File: src/rtl/up_counter.sv
// Up counter with load, terminal-count, wrap pulse and saturating wrap counter.
// Define UP_COUNTER_ONESHOT_EN to stop at max_val in a DONE state instead of wrapping.
module up_counter #(
    parameter int WIDTH = 3
) (
    input  logic             clk,
    input  logic             rst_n,
    input  logic             en,
    input  logic             load,
    input  logic [WIDTH-1:0] load_val,
    input  logic [WIDTH-1:0] max_val,
    output logic [WIDTH-1:0] count,
    output logic             tc,
    output logic             wrap,
    output logic [7:0]       wraps,
    output logic             busy,
    output logic             done
);

    localparam logic [1:0] IDLE = 2'd0;
    localparam logic [1:0] RUN  = 2'd1;
    localparam logic [1:0] DONE = 2'd2;

    logic [1:0]       state_q, state_d;
    logic [WIDTH-1:0] count_q, count_d;
    logic             wrap_q, wrap_d;
    logic [7:0]       wraps_q, wraps_d;
    logic             busy_q, busy_d;
    logic             done_q, done_d;
    logic             atMax;
    logic             inDone;

    // ">=" rather than "==" so a max_val lowered below the count still wraps.
    assign atMax  = (count_q >= max_val);
    assign inDone = (state_q == DONE);

    always_comb begin
        state_d = state_q;
        count_d = count_q;
        wrap_d  = 1'b0;
        wraps_d = wraps_q;
        done_d  = done_q;
        if (load) begin
            count_d = (load_val > max_val) ? max_val : load_val;
            wraps_d = 8'd0;
            done_d  = 1'b0;
            state_d = en ? RUN : IDLE;
        end else if (inDone) begin
            state_d = DONE;
        end else if (en) begin
            state_d = RUN;
            if (!atMax) begin
                count_d = count_q + 1'b1;
            end else begin
`ifdef UP_COUNTER_ONESHOT_EN
                count_d = max_val;
                state_d = DONE;
                done_d  = 1'b1;
`else
                count_d = '0;
                wrap_d  = 1'b1;
                if (wraps_q != 8'hFF) begin
                    wraps_d = wraps_q + 8'd1;
                end
`endif
            end
        end else begin
            state_d = IDLE;
        end
        busy_d = (state_d == RUN);
    end

    always_ff @(posedge clk or negedge rst_n) begin
        if (!rst_n) begin
            state_q <= IDLE;
            count_q <= '0;
            wrap_q  <= 1'b0;
            wraps_q <= 8'd0;
            busy_q  <= 1'b0;
            done_q  <= 1'b0;
        end else begin
            state_q <= state_d;
            count_q <= count_d;
            wrap_q  <= wrap_d;
            wraps_q <= wraps_d;
            busy_q  <= busy_d;
            done_q  <= done_d;
        end
    end

    // Gated with rst_n so tc cannot glitch high while reset is held.
    assign tc    = rst_n & en & ~load & ~inDone & (count_q == max_val);
    assign count = count_q;
    assign wrap  = wrap_q;
    assign wraps = wraps_q;
    assign busy  = busy_q;
    assign done  = done_q;

endmodule

File: config.mk
export PLATFORM = sky130hd
export DESIGN_NAME = up_counter
export DESIGN_NICKNAME = d
export VERILOG_FILES = /design/src/rtl/up_counter.sv
export SDC_FILE = /design/constraint.sdc
export NUM_CORES = 1
export LEC_CHECK = 0
export CORE_UTILIZATION = 43
export CTS_CLUSTER_DIAMETER = 50
export DETAILED_ROUTE_END_ITERATION = 12
export GPL_TIMING_DRIVEN = 0
export PLACE_DENSITY = 0.73
export SYNTH_ARGS = -nofsm -noshare
export SYNTH_HDL_FRONTEND = slang
export SYNTH_SLANG_ARGS = --single-unit
File: constraint.sdc
create_clock -name clk -period 1.85 [get_ports clk]
set_input_delay 0.37 -clock clk [delete_from_list [all_inputs] [get_ports clk]]
set_output_delay 0.37 -clock clk [all_outputs]
set_load 0.05 [all_outputs]
==> results of run 1 <==
[what timing repair did]
item,in CTS,in global routing
resized for setup,42,7
setup endpoints to repair,24,11
hold endpoints to repair,0,0
setup buffers,2,6
hold buffers,0,0
pin swaps,5,5
[layer usage]
layer | vias up | wire (µm) | global-route usage
met4 | 0 | 36 | 0.0833
met1 | 486 | 1150 | 0.277
li1 | 480 | - | -
met5 | - | 0 | 0
met3 | 5 | 122 | 0.0212
met2 | 32 | 1430 | 0.440
[power groups by stage]
stage | clock network (mW) | registers (mW) | logic [mW]
final | 0.188 | 0.382 | 0.498
after global routing | 0.207 | 0.386 | 0.540
after CTS | 0.195 | 0.384 | 0.450
after detailed placement | 0 | 0.387 | 0.423
after global placement | 0 | 0.386 | 0.409
after floorplan | 0 | 0.460 | 0.217
[registers in the layout, indices dropped and copies added, names as in the netlist]
signal	count
wrap	1
state_q	2
busy	1
wraps	8
count	3
[logic make-up after synthesis]
| kind of cell | after synthesis |
|---|---|
| and+or+nand+nor | 45 |
| muxes | 4 |
| DFF | 15 |
| buffers and inverters | 11 |
| AOI/OAI and AO/OA | 27 |
| adders and majority gates | 8 |
| other | 1 |
[worst paths after layout]
path                            cells past startpoint       end         from
worst max-delay path                                6  wraps[2]     wraps[0]
worst min register to register                      2  wraps[5]     wraps[5]
min in group clk                                    3  count[1]  load_val[1]
max in group asynchronous                           1  count[0]        rst_n
worst min-delay path                                1  wraps[4]        rst_n
worst max register to register                      6  wraps[2]     wraps[0]
[synthesized netlist by cell type, types with 3 or more instances]
library cell               count
sky130_fd_sc_hd__inv_1         7
sky130_fd_sc_hd__nand2b_1      4
sky130_fd_sc_hd__o31ai_1       4
sky130_fd_sc_hd__nor2_1        7
sky130_fd_sc_hd__nand3_1       5
sky130_fd_sc_hd__dfrtp_1      15
sky130_fd_sc_hd__a21oi_1       8
sky130_fd_sc_hd__nand2_1       6
sky130_fd_sc_hd__mux2i_1       3
sky130_fd_sc_hd__or4_1         3
sky130_fd_sc_hd__ha_1          8
sky130_fd_sc_hd__nor2b_1       3
sky130_fd_sc_hd__nor3_1        3
[per-stage QoR]
stage	area, µm²	hold WS [ps]
3_5_place_dp	1370	581
4_1_cts	1470	109
2_1_floorplan	1100	74.4
3_3_place_gp	1370	570
5_1_grt	1540	132
6_report	1540	112
[final cells by class]
class | instances | share of cell area
Clock buffer | 4 | 0.0171
Tap cell | 28 | 0.0228
Inverter | 7 | 0.0171
Timing Repair Buffer | 31 | 0.181
Sequential cell | 15 | 0.249
Multi-Input combinational cell | 85 | 0.487
Buffer | 4 | 0.0260
[critical path: cells and delay by family (launching register included)]
kind | cells | cell delay, ps
and+or+nand+nor | 2 | 580
DFF | 1 | 450
adders and majority gates | 1 | 170
AOI/OAI and AO/OA | 2 | 440
buffers and inverters | 1 | 150
==> impl_summary.log, run 1 <==
INFO  metric outcome = finished, violations left
INFO  metric failed_checks = setup timing
INFO  metric power_switching_share = 0.389
INFO  metric comb_power_share = 0.466
INFO  metric timing.final.setup_violations = 3
INFO  metric crit_path_cell_trace = ha_4, and2_4, a311o_1, buf_6, or4_4, a21oi_2
INFO  metric internal_power = 0.653 mW
INFO  metric grt_first_pass_wirelength = 4490 µm
INFO  metric final_period_minus_worst_setup_slack = 1860 ps
INFO  metric netlist.area_leader.share = 0.370
INFO  metric dominantRegCellSynth = sky130_fd_sc_hd__dfrtp_1
INFO  metric p_leak = 0.693 nW
INFO  metric period_share = 1.01
INFO  metric clock_latency = 290 ps
INFO  metric clk_root_buffer_cell = sky130_fd_sc_hd__clkbuf_4
INFO  metric synth_fa_ha_area_frac = 0.0986
INFO  metric synth_simple_gate_area_frac = 0.254
INFO  metric cts_h_tree_depth = 1
INFO  metric routed_via_density = 5.76
INFO  metric critPathCaptureType = flip-flop
INFO  metric detailed_place_hpwl = 1880 µm
INFO  metric synthesis.nets = 129
INFO  metric final_core_utilization = 0.695
INFO  metric max-cap-violations = 0
INFO  metric fin_nets = 165
INFO  metric timing_max_transition_violations_final = 0
INFO  metric crit_arrival = 2080 ps
INFO  metric routed_wire_length_per_instance = 15.7 µm
INFO  metric vias = 1,003
INFO  metric final-hold-violation-count = 0
INFO  metric synthXorXnorAreaFrac = 0
INFO  metric synth-compound-area-share = 0.181
INFO  metric layout.area.seq = 383 µm²
INFO  metric die-width = 50.6 µm
INFO  metric area_growth = 51.5%
INFO  metric grt_max_degree = 17
INFO  metric max_freq = 538 MHz
INFO  metric power = 1.07 mW
INFO  metric post_synth_mux_area_share = 0.0407
INFO  metric synth.yosys.seq_area_share = 0.370
INFO  metric post_synthesis_area_per_instance = 9.14 µm²
INFO  metric synth_warnings = 0
INFO  metric highest_count_cells_in_the_layout_ignoring_fill_and_taps = sky130_fd_sc_hd__dlygate4sd2_1 (16), sky130_fd_sc_hd__buf_4 (10), sky130_fd_sc_hd__dfrtp_1 (9), sky130_fd_sc_hd__nor2_1 (7)
INFO  metric fp.dieH = 50.6 µm
INFO  metric grt_use_total = 0.236
INFO  metric design.core.area = 0.00221 mm²
INFO  metric initial_utilization = 0.459
INFO  metric drtIter0Drc = 51
INFO  metric numCtsBuffers = 3
INFO  metric tritoncts_num_sinks = 15
INFO  metric net-switching-power = 0.415 mW
INFO  metric post_syn_instances = 111
INFO  metric initial_antenna_violation_count = 0
INFO  metric ioPinCount = 25
INFO  metric post-place-ws = -1040 ps
INFO  metric globalplace.congestion = 0.781
INFO  metric timing.reg2reg.setup_slack = -10 ps
INFO  metric power.clock.fraction = 0.176
INFO  metric grt_overflow = 0
INFO  metric timing.critical_path.slowest_cell_delay = 450 ps
INFO  metric synth_area = 0.00101 mm²
INFO  metric cts_tree = built
INFO  metric path_class = flip-flop to flip-flop
INFO  metric worst-path-max-fanout = 10
INFO  metric synthDistinctLibCells = 42
INFO  metric place.port_buffers = 23
INFO  metric worstPathRequired = 2070 ps
INFO  metric crit_path_top_delay_cell = sky130_fd_sc_hd__dfrtp_2
INFO  metric num-fill-cells = 176
INFO  metric fraction_of_registers_with_async_set_reset = 1.00
INFO  metric synth_top_family_by_area = simple AND/OR/NAND/NOR gates
INFO  metric hp-class = input port to asynchronous set/reset pin
INFO  metric synth_seq_cells = 15
INFO  metric final_layout_size_suffix_gt1_frac = 0.336
INFO  metric ant_nets = 0
INFO  metric post-synth-top-area-cell = sky130_fd_sc_hd__dfrtp_1
INFO  metric antennaDiodeCount = 0
INFO  metric grt_pass1_vias = 1,021
INFO  metric layout.cells.most_common = sky130_fd_sc_hd__dlygate4sd2_1
INFO  metric remaining_drc_errors = 0
INFO  metric synthTopCellsByArea = sky130_fd_sc_hd__dfrtp_1 (37%), sky130_fd_sc_hd__ha_1 (9.9%), sky130_fd_sc_hd__a21oi_1 (3.9%), sky130_fd_sc_hd__mux2i_1 (3.0%), sky130_fd_sc_hd__o31ai_1 (3.0%)
INFO  metric numPlacedInstances = 162
INFO  metric core.rowCount = 17
INFO  metric rsz_0062_raised_after_global_routing = yes
INFO  metric die_area = 0.00256 mm²
INFO  metric synth_edf_count = 0
INFO  metric finish.cell_count_without_fillers = 174
INFO  metric area_used_by_multi_input_combinational_logic = 749 µm²
INFO  metric drt_pre_antenna_iters = 4
INFO  metric max-vdd-ir-drop = 443 µV
INFO  metric routed_wl = 2730 µm
INFO  metric start_kind = flip-flop
INFO  metric clk_path_buf_depth = 2
INFO  metric share_seq_of_total_power = 0.358
INFO  metric clkTransAtPathRegs = 90 ps
INFO  metric final_critical_path_setup_slack = -9.88 ps
INFO  metric cellPowerDensity = 695 mW/mm²
INFO  metric finClkSkew = 6.32 ps
INFO  metric setup_total_negative_slack = -19.9 ps
No activity file was read; power rests on OpenSTA's default activity.
==> run 2, diff against run 1 <==
--- a/config.mk
+++ b/config.mk
@@ -10,6 +10,7 @@
 export DETAILED_ROUTE_END_ITERATION = 12
 export GPL_TIMING_DRIVEN = 0
 export PLACE_DENSITY = 0.73
+export SKIP_CTS_REPAIR_TIMING = 1
 export SYNTH_ARGS = -nofsm -noshare
 export SYNTH_HDL_FRONTEND = slang
 export SYNTH_SLANG_ARGS = --single-unit
==> run 2 against run 1 <==
Net effect:
- the run ends with hold timing, setup timing left
- via count decreased by 2.2%
- count of clock-buffer cells in the layout unchanged
- total power decreased by 0.51%
- critical path depth is 2 lower
- final area increased by 1.5%
- clock skew decreased by 1.1 ps
- critical endpoint is now tc
- highest routed layer unchanged
==> impl_summary.log, run 2 (synthesized netlist as in run 1, its figures left out) <==
INFO  metric outcome = finished, violations left
INFO  metric failed_checks = hold timing, setup timing
INFO  metric die_area = 0.00256 mm²
INFO  metric grt_pass1_vias = 982
INFO  metric numPlacedInstances = 162
INFO  metric grt_use_total = 0.225
INFO  metric place.port_buffers = 23
INFO  metric cts_h_tree_depth = 1
INFO  metric final_period_minus_worst_setup_slack = 1910 ps
INFO  metric hp-class = input port to asynchronous set/reset pin
INFO  metric path_class = flip-flop to output pin
INFO  metric core.rowCount = 17
INFO  metric area_growth = 53.9%
INFO  metric die-width = 50.6 µm
INFO  metric holdWs = -10.7 ps
INFO  metric finClkSkew = 5.23 ps
INFO  metric vias = 981
INFO  metric rsz_0062_raised_after_global_routing = yes
INFO  metric p_leak = 0.844 nW
INFO  metric globalplace.congestion = 0.781
INFO  metric max_reg_flops = 8
INFO  metric worst-path-max-fanout = 4
INFO  metric fp.dieH = 50.6 µm
INFO  metric layout.cells.most_common = sky130_fd_sc_hd__dlymetal6s2s_1
INFO  metric grt_max_degree = 17
INFO  metric path_buf_inv = 1
INFO  metric finish.cell_count_without_fillers = 169
INFO  metric cellPowerDensity = 681 mW/mm²
INFO  metric max_freq = 525 MHz
INFO  metric final-hold-violation-count = 15
INFO  metric max-cap-violations = 0
INFO  metric antennaDiodeCount = 0
INFO  metric path_delay_family = flip-flops
INFO  metric timing.final.setup_violations = 5
INFO  metric crit_path_cell_trace = ha_4, nand2_1, nor4_4, buf_6
INFO  metric crit_path_top_delay_cell = sky130_fd_sc_hd__dfrtp_2
INFO  metric drtIter0Drc = 25
INFO  metric initial_antenna_violation_count = 0
INFO  metric routed_wl = 2730 µm
INFO  metric grt_overflow = 0
INFO  metric routed_wire_length_per_instance = 16.1 µm
INFO  metric highest_count_cells_in_the_layout_ignoring_fill_and_taps = sky130_fd_sc_hd__dlymetal6s2s_1 (18), sky130_fd_sc_hd__dfrtp_1 (9), sky130_fd_sc_hd__nor2_1 (7), sky130_fd_sc_hd__ha_4 (6), sky130_fd_sc_hd__dfrtp_2 (6)
INFO  metric routed_via_density = 5.80
INFO  metric clkTransAtPathRegs = 90 ps
INFO  metric timing_max_transition_violations_final = 0
INFO  metric start_kind = flip-flop
INFO  metric critPathCaptureType = output pin
INFO  metric clk_path_buf_depth = 2
INFO  metric timing.critical_path.slowest_cell_delay = 460 ps
INFO  metric final_core_utilization = 0.706
INFO  metric tritoncts_num_sinks = 15
INFO  metric clk_root_buffer_cell = sky130_fd_sc_hd__clkbuf_4
INFO  metric final_critical_path_setup_slack = -56.5 ps
INFO  metric ioPinCount = 25
INFO  metric initial_utilization = 0.459
INFO  metric numCtsBuffers = 3
INFO  metric clock_latency = 290 ps
INFO  metric drt_pre_antenna_iters = 4
INFO  metric cts_tree = built
INFO  metric period_share = 1.03
INFO  metric slew-limit-headroom = 0.654
INFO  metric tightestPinTransition = 518 ps
INFO  metric worstPathRequired = 1480 ps
INFO  metric grt_first_pass_wirelength = 4290 µm
INFO  metric design.core.area = 0.00221 mm²
INFO  metric max-vdd-ir-drop = 457 µV
INFO  metric power = 1.06 mW
INFO  metric ant_nets = 0
INFO  metric crit_arrival = 1540 ps
INFO  metric detailed_place_hpwl = 1880 µm
INFO  metric final_layout_size_suffix_gt1_frac = 0.312
INFO  metric fin_nets = 160
INFO  metric remaining_drc_errors = 0
==> run 2: metrics by stage <==
step | TNS (ps) | instance area, µm² | setup slack, ps | hold WS, ps
finish | -169 | 1560 | -56.5 | -10.7
global route | -413 | 1560 | -112 | 15.2
CTS | -4330 | 1400 | -1040 | 519
detailed placement | -7390 | 1370 | -1040 | 581
global placement | -6740 | 1370 | -1030 | 570
floorplan | -348 | 1100 | -81.5 | 74.4
==> run 2: per-layer routing <==
layer  wire length [µm]  GRT usage  share of wire  up-vias
met5                  0          0              0        -
met1               1210      0.277           0.44      481
met4                 36     0.0972          0.013        0
li1                   -          -              -      469
met3                 90     0.0212          0.033        5
met2               1390      0.396           0.51       26
==> run 2: path summary, 6_finish.rpt <==
| path | slack (ps) | endpoint | cells after the start | from |
|---|---|---|---|---|
| max | -60 | tc | 4 | count[1] |
| min | -10 | wraps[4] | 1 | rst_n |
| max reg2reg | -50 | wraps[7] | 6 | wraps[0] |
| min reg2reg | 610 | wraps[5] | 2 | wraps[5] |
| max in group asynchronous | 1550 | wraps[3] | 1 | rst_n |
| min in group clk | 490 | count[1] | 3 | max_val[1] |
==> run 2: cell type report <==
| cell class | instances | area, µm² |
|---|---|---|
| clock buffer | 4 | 26.3 |
| timing repair buffer | 26 | 298 |
| buffer | 4 | 33.8 |
| inverter | 7 | 26.3 |
| fill | 168 | 651 |
| tap | 28 | 35.0 |
| multi-input combinational | 85 | 759 |
| sequential | 15 | 383 |
==> run 2: power breakdown <==
part	switching (mW)	internal (mW)
Sequential	0.0322	0.354
Combinational	0.278	0.211
Clock	0.105	0.0839
Total	0.415	0.649
==> run 3, diff against run 2 <==
--- a/config.mk
+++ b/config.mk
@@ -5,12 +5,14 @@
 export SDC_FILE = /design/constraint.sdc
 export NUM_CORES = 1
 export LEC_CHECK = 0
-export CORE_UTILIZATION = 43
+export CORE_UTILIZATION = 45
 export CTS_CLUSTER_DIAMETER = 50
 export DETAILED_ROUTE_END_ITERATION = 12
 export GPL_TIMING_DRIVEN = 0
 export PLACE_DENSITY = 0.73
+export REMOVE_ABC_BUFFERS = 1
 export SKIP_CTS_REPAIR_TIMING = 1
+export SKIP_LAST_GASP = 1
 export SYNTH_ARGS = -nofsm -noshare
 export SYNTH_HDL_FRONTEND = slang
 export SYNTH_SLANG_ARGS = --single-unit
==> constraint.sdc (replaced) <==
create_clock -name clk -period 2.4 [get_ports clk]
set_input_delay 0.48 -clock clk [delete_from_list [all_inputs] [get_ports clk]]
set_output_delay 0.48 -clock clk [all_outputs]
set_load 0.05 [all_outputs]
==> run 3 against run 2 <==
Net effect:
- the run ends with setup timing left
- global-route usage fell by 2.3 points
- flip-flop and latch count unchanged
- count of clock-buffer cells in the layout did not move
- critical path type is now input port to flip-flop
- register-to-register slack better by 270 ps
- highest routed layer unchanged
- sequential share of layout area grew 4.7 points
- critical path depth rose by 3
==> impl_summary.log, run 3 (synthesized netlist as in run 1, its figures left out) <==
INFO  metric final-hold-violation-count = 0
INFO  metric place.port_buffers = 23
INFO  metric worst-path-max-fanout = 18
INFO  metric grt_pass1_vias = 896
INFO  metric area_growth = 26.4%
INFO  metric power = 0.710 mW
INFO  metric final_critical_path_setup_slack = -78.9 ps
INFO  metric design.core.area = 0.00204 mm²
INFO  metric initial_utilization = 0.497
INFO  metric grt_use_total = 0.202
INFO  metric die-width = 49.5 µm
INFO  metric cts_h_tree_depth = 1
INFO  metric routed_via_density = 5.68
INFO  metric routed_wire_length_per_instance = 14.0 µm
INFO  metric grt_first_pass_wirelength = 3800 µm
INFO  metric hp-class = input port to asynchronous set/reset pin
INFO  metric ant_nets = 0
INFO  metric drtIter0Drc = 22
INFO  metric final_period_minus_worst_setup_slack = 2480 ps
INFO  metric timing.final.setup_violations = 3
INFO  metric path_class = input port to flip-flop
INFO  metric outcome = finished, violations left
INFO  metric place_area = 0.00125 mm²
INFO  metric globalplace.congestion = 0.786
INFO  metric fin_nets = 153
INFO  metric max-cap-violations = 0
INFO  metric clk_root_buffer_cell = sky130_fd_sc_hd__clkbuf_4
INFO  metric final_layout_size_suffix_gt1_frac = 0.0672
INFO  metric final_core_utilization = 0.628
INFO  metric holdWs = 230 ps
INFO  metric p_leak = 0.567 nW
INFO  metric crit_path_cell_trace = clkdlybuf4s50_1, inv_1, ha_1, a21o_1, a31oi_2, nor3b_1, mux2_2
INFO  metric worstPathRequired = 2580 ps
INFO  metric grt_overflow = 0
INFO  metric failed_checks = setup timing
INFO  metric post-route-cell-area = 0.00128 mm²
INFO  metric max_freq = 403 MHz
INFO  metric critPathCaptureType = flip-flop
INFO  metric ioPinCount = 25
INFO  metric core.rowCount = 16
INFO  metric tightestPinTransition = 833 ps
INFO  metric cts_tree = built
INFO  metric crit_arrival = 2660 ps
INFO  metric layout.area.seq = 375 µm²
INFO  metric numCtsBuffers = 3
INFO  metric initial_antenna_violation_count = 0
INFO  metric layout.cells.most_common = sky130_fd_sc_hd__clkdlybuf4s50_1
INFO  metric finClkSkew = 5.91 ps
INFO  metric rsz_0062_raised_after_global_routing = yes
INFO  metric fp.dieH = 49.5 µm
INFO  metric cellPowerDensity = 554 mW/mm²
INFO  metric area_used_by_multi_input_combinational_logic = 593 µm²
INFO  metric num-fill-cells = 199
INFO  metric remaining_drc_errors = 0
INFO  metric detailed_place_hpwl = 1600 µm
INFO  metric start_kind = input port
INFO  metric drt_pre_antenna_iters = 4
INFO  metric clk_path_buf_depth = 2
INFO  metric die_area = 0.00245 mm²
INFO  metric vias = 915
INFO  metric timing_max_transition_violations_final = 0
INFO  metric crit_path_top_delay_cell = sky130_fd_sc_hd__a31oi_2
INFO  metric clkTransAtPathRegs = 90 ps
INFO  metric max_reg_flops = 8
INFO  metric antennaDiodeCount = 0
INFO  metric period_share = 1.03
INFO  metric grt_max_degree = 19
INFO  metric timing.critical_path.slowest_cell_delay = 660 ps
INFO  metric routed_wl = 2250 µm
INFO  metric tritoncts_num_sinks = 15
INFO  metric slew-limit-headroom = 0.443
INFO  metric max-vdd-ir-drop = 318 µV
INFO  metric highest_count_cells_in_the_layout_ignoring_fill_and_taps = sky130_fd_sc_hd__clkdlybuf4s50_1 (21), sky130_fd_sc_hd__dfrtp_1 (15), sky130_fd_sc_hd__a21oi_1 (8), sky130_fd_sc_hd__ha_1 (8)
INFO  metric clock_latency = 280 ps
==> run 3: cell count changes in the layout (fill, tap and decap cells not counted), moves of 4 or more <==
cell / previous run / this run
sky130_fd_sc_hd__dfrtp_1: 9 / 15
sky130_fd_sc_hd__dfrtp_2: 6 / 0
sky130_fd_sc_hd__buf_4: 4 / 0
sky130_fd_sc_hd__clkdlybuf4s50_1: 3 / 21
sky130_fd_sc_hd__ha_4: 6 / 0
sky130_fd_sc_hd__dlymetal6s2s_1: 18 / 1
sky130_fd_sc_hd__ha_1: 2 / 8
==> run 3: layout make-up <==
cell class / count / area share
Timing Repair Buffer: 23 / 0.178
Tap cell: 27 / 0.0263
Inverter: 7 / 0.0205
Clock buffer: 4 / 0.0205
Sequential cell: 15 / 0.293
Multi-Input combinational cell: 85 / 0.462
==> run 3: report_power, final <==
group | internal (mW) | total [mW] | switching, mW
combinational | 0.102 | 0.278 | 0.176
clock | 0.0646 | 0.145 | 0.0802
sequential | 0.270 | 0.287 | 0.0170
==> run 3: path summary, 6_finish.rpt <==
| kind | start | end | slack [ps] | depth (start not counted) |
|---|---|---|---|---|
| setup / recovery | max_val[2] | wraps[3] | -80 | 7 |
| hold / removal | rst_n | count[0] | 230 | 1 |
| setup reg to reg | count[0] | wraps[4] | 220 | 6 |
| hold reg to reg | wraps[0] | wraps[0] | 600 | 2 |
| max in group asynchronous | rst_n | wraps[0] | 1710 | 1 |
| min in group clk | wraps[0] | wraps[0] | 600 | 2 |
==> run 3: worst max-delay path: cells and delay by family <==
kind	cells	cell delay (ps)
buffers and inverters	2	550
and+or+nand+nor	1	110
AOI/OAI and AO/OA	2	860
adders and majority gates	1	340
muxes	1	300
==> run 3: metrics by stage <==
step | setup TNS (ps) | setup WS [ps] | cells
2_1_floorplan | -626 | -625 | 107
3_3_place_gp | -7220 | -757 | 157
3_5_place_dp | -7550 | -776 | 157
4_1_cts | -4210 | -785 | 161
5_1_grt | -1270 | -192 | 161
6_report | -91.7 | -78.9 | 161
==> run 3: layer usage <==
layer | GRT usage | wire, µm | vias to the layer above
li1 | - | - | 461
met2 | 0.352 | 1080 | 25
met5 | 0 | 0 | -
met4 | 0.0857 | 35 | 0
met1 | 0.248 | 1040 | 425
met3 | 0.0309 | 97 | 4
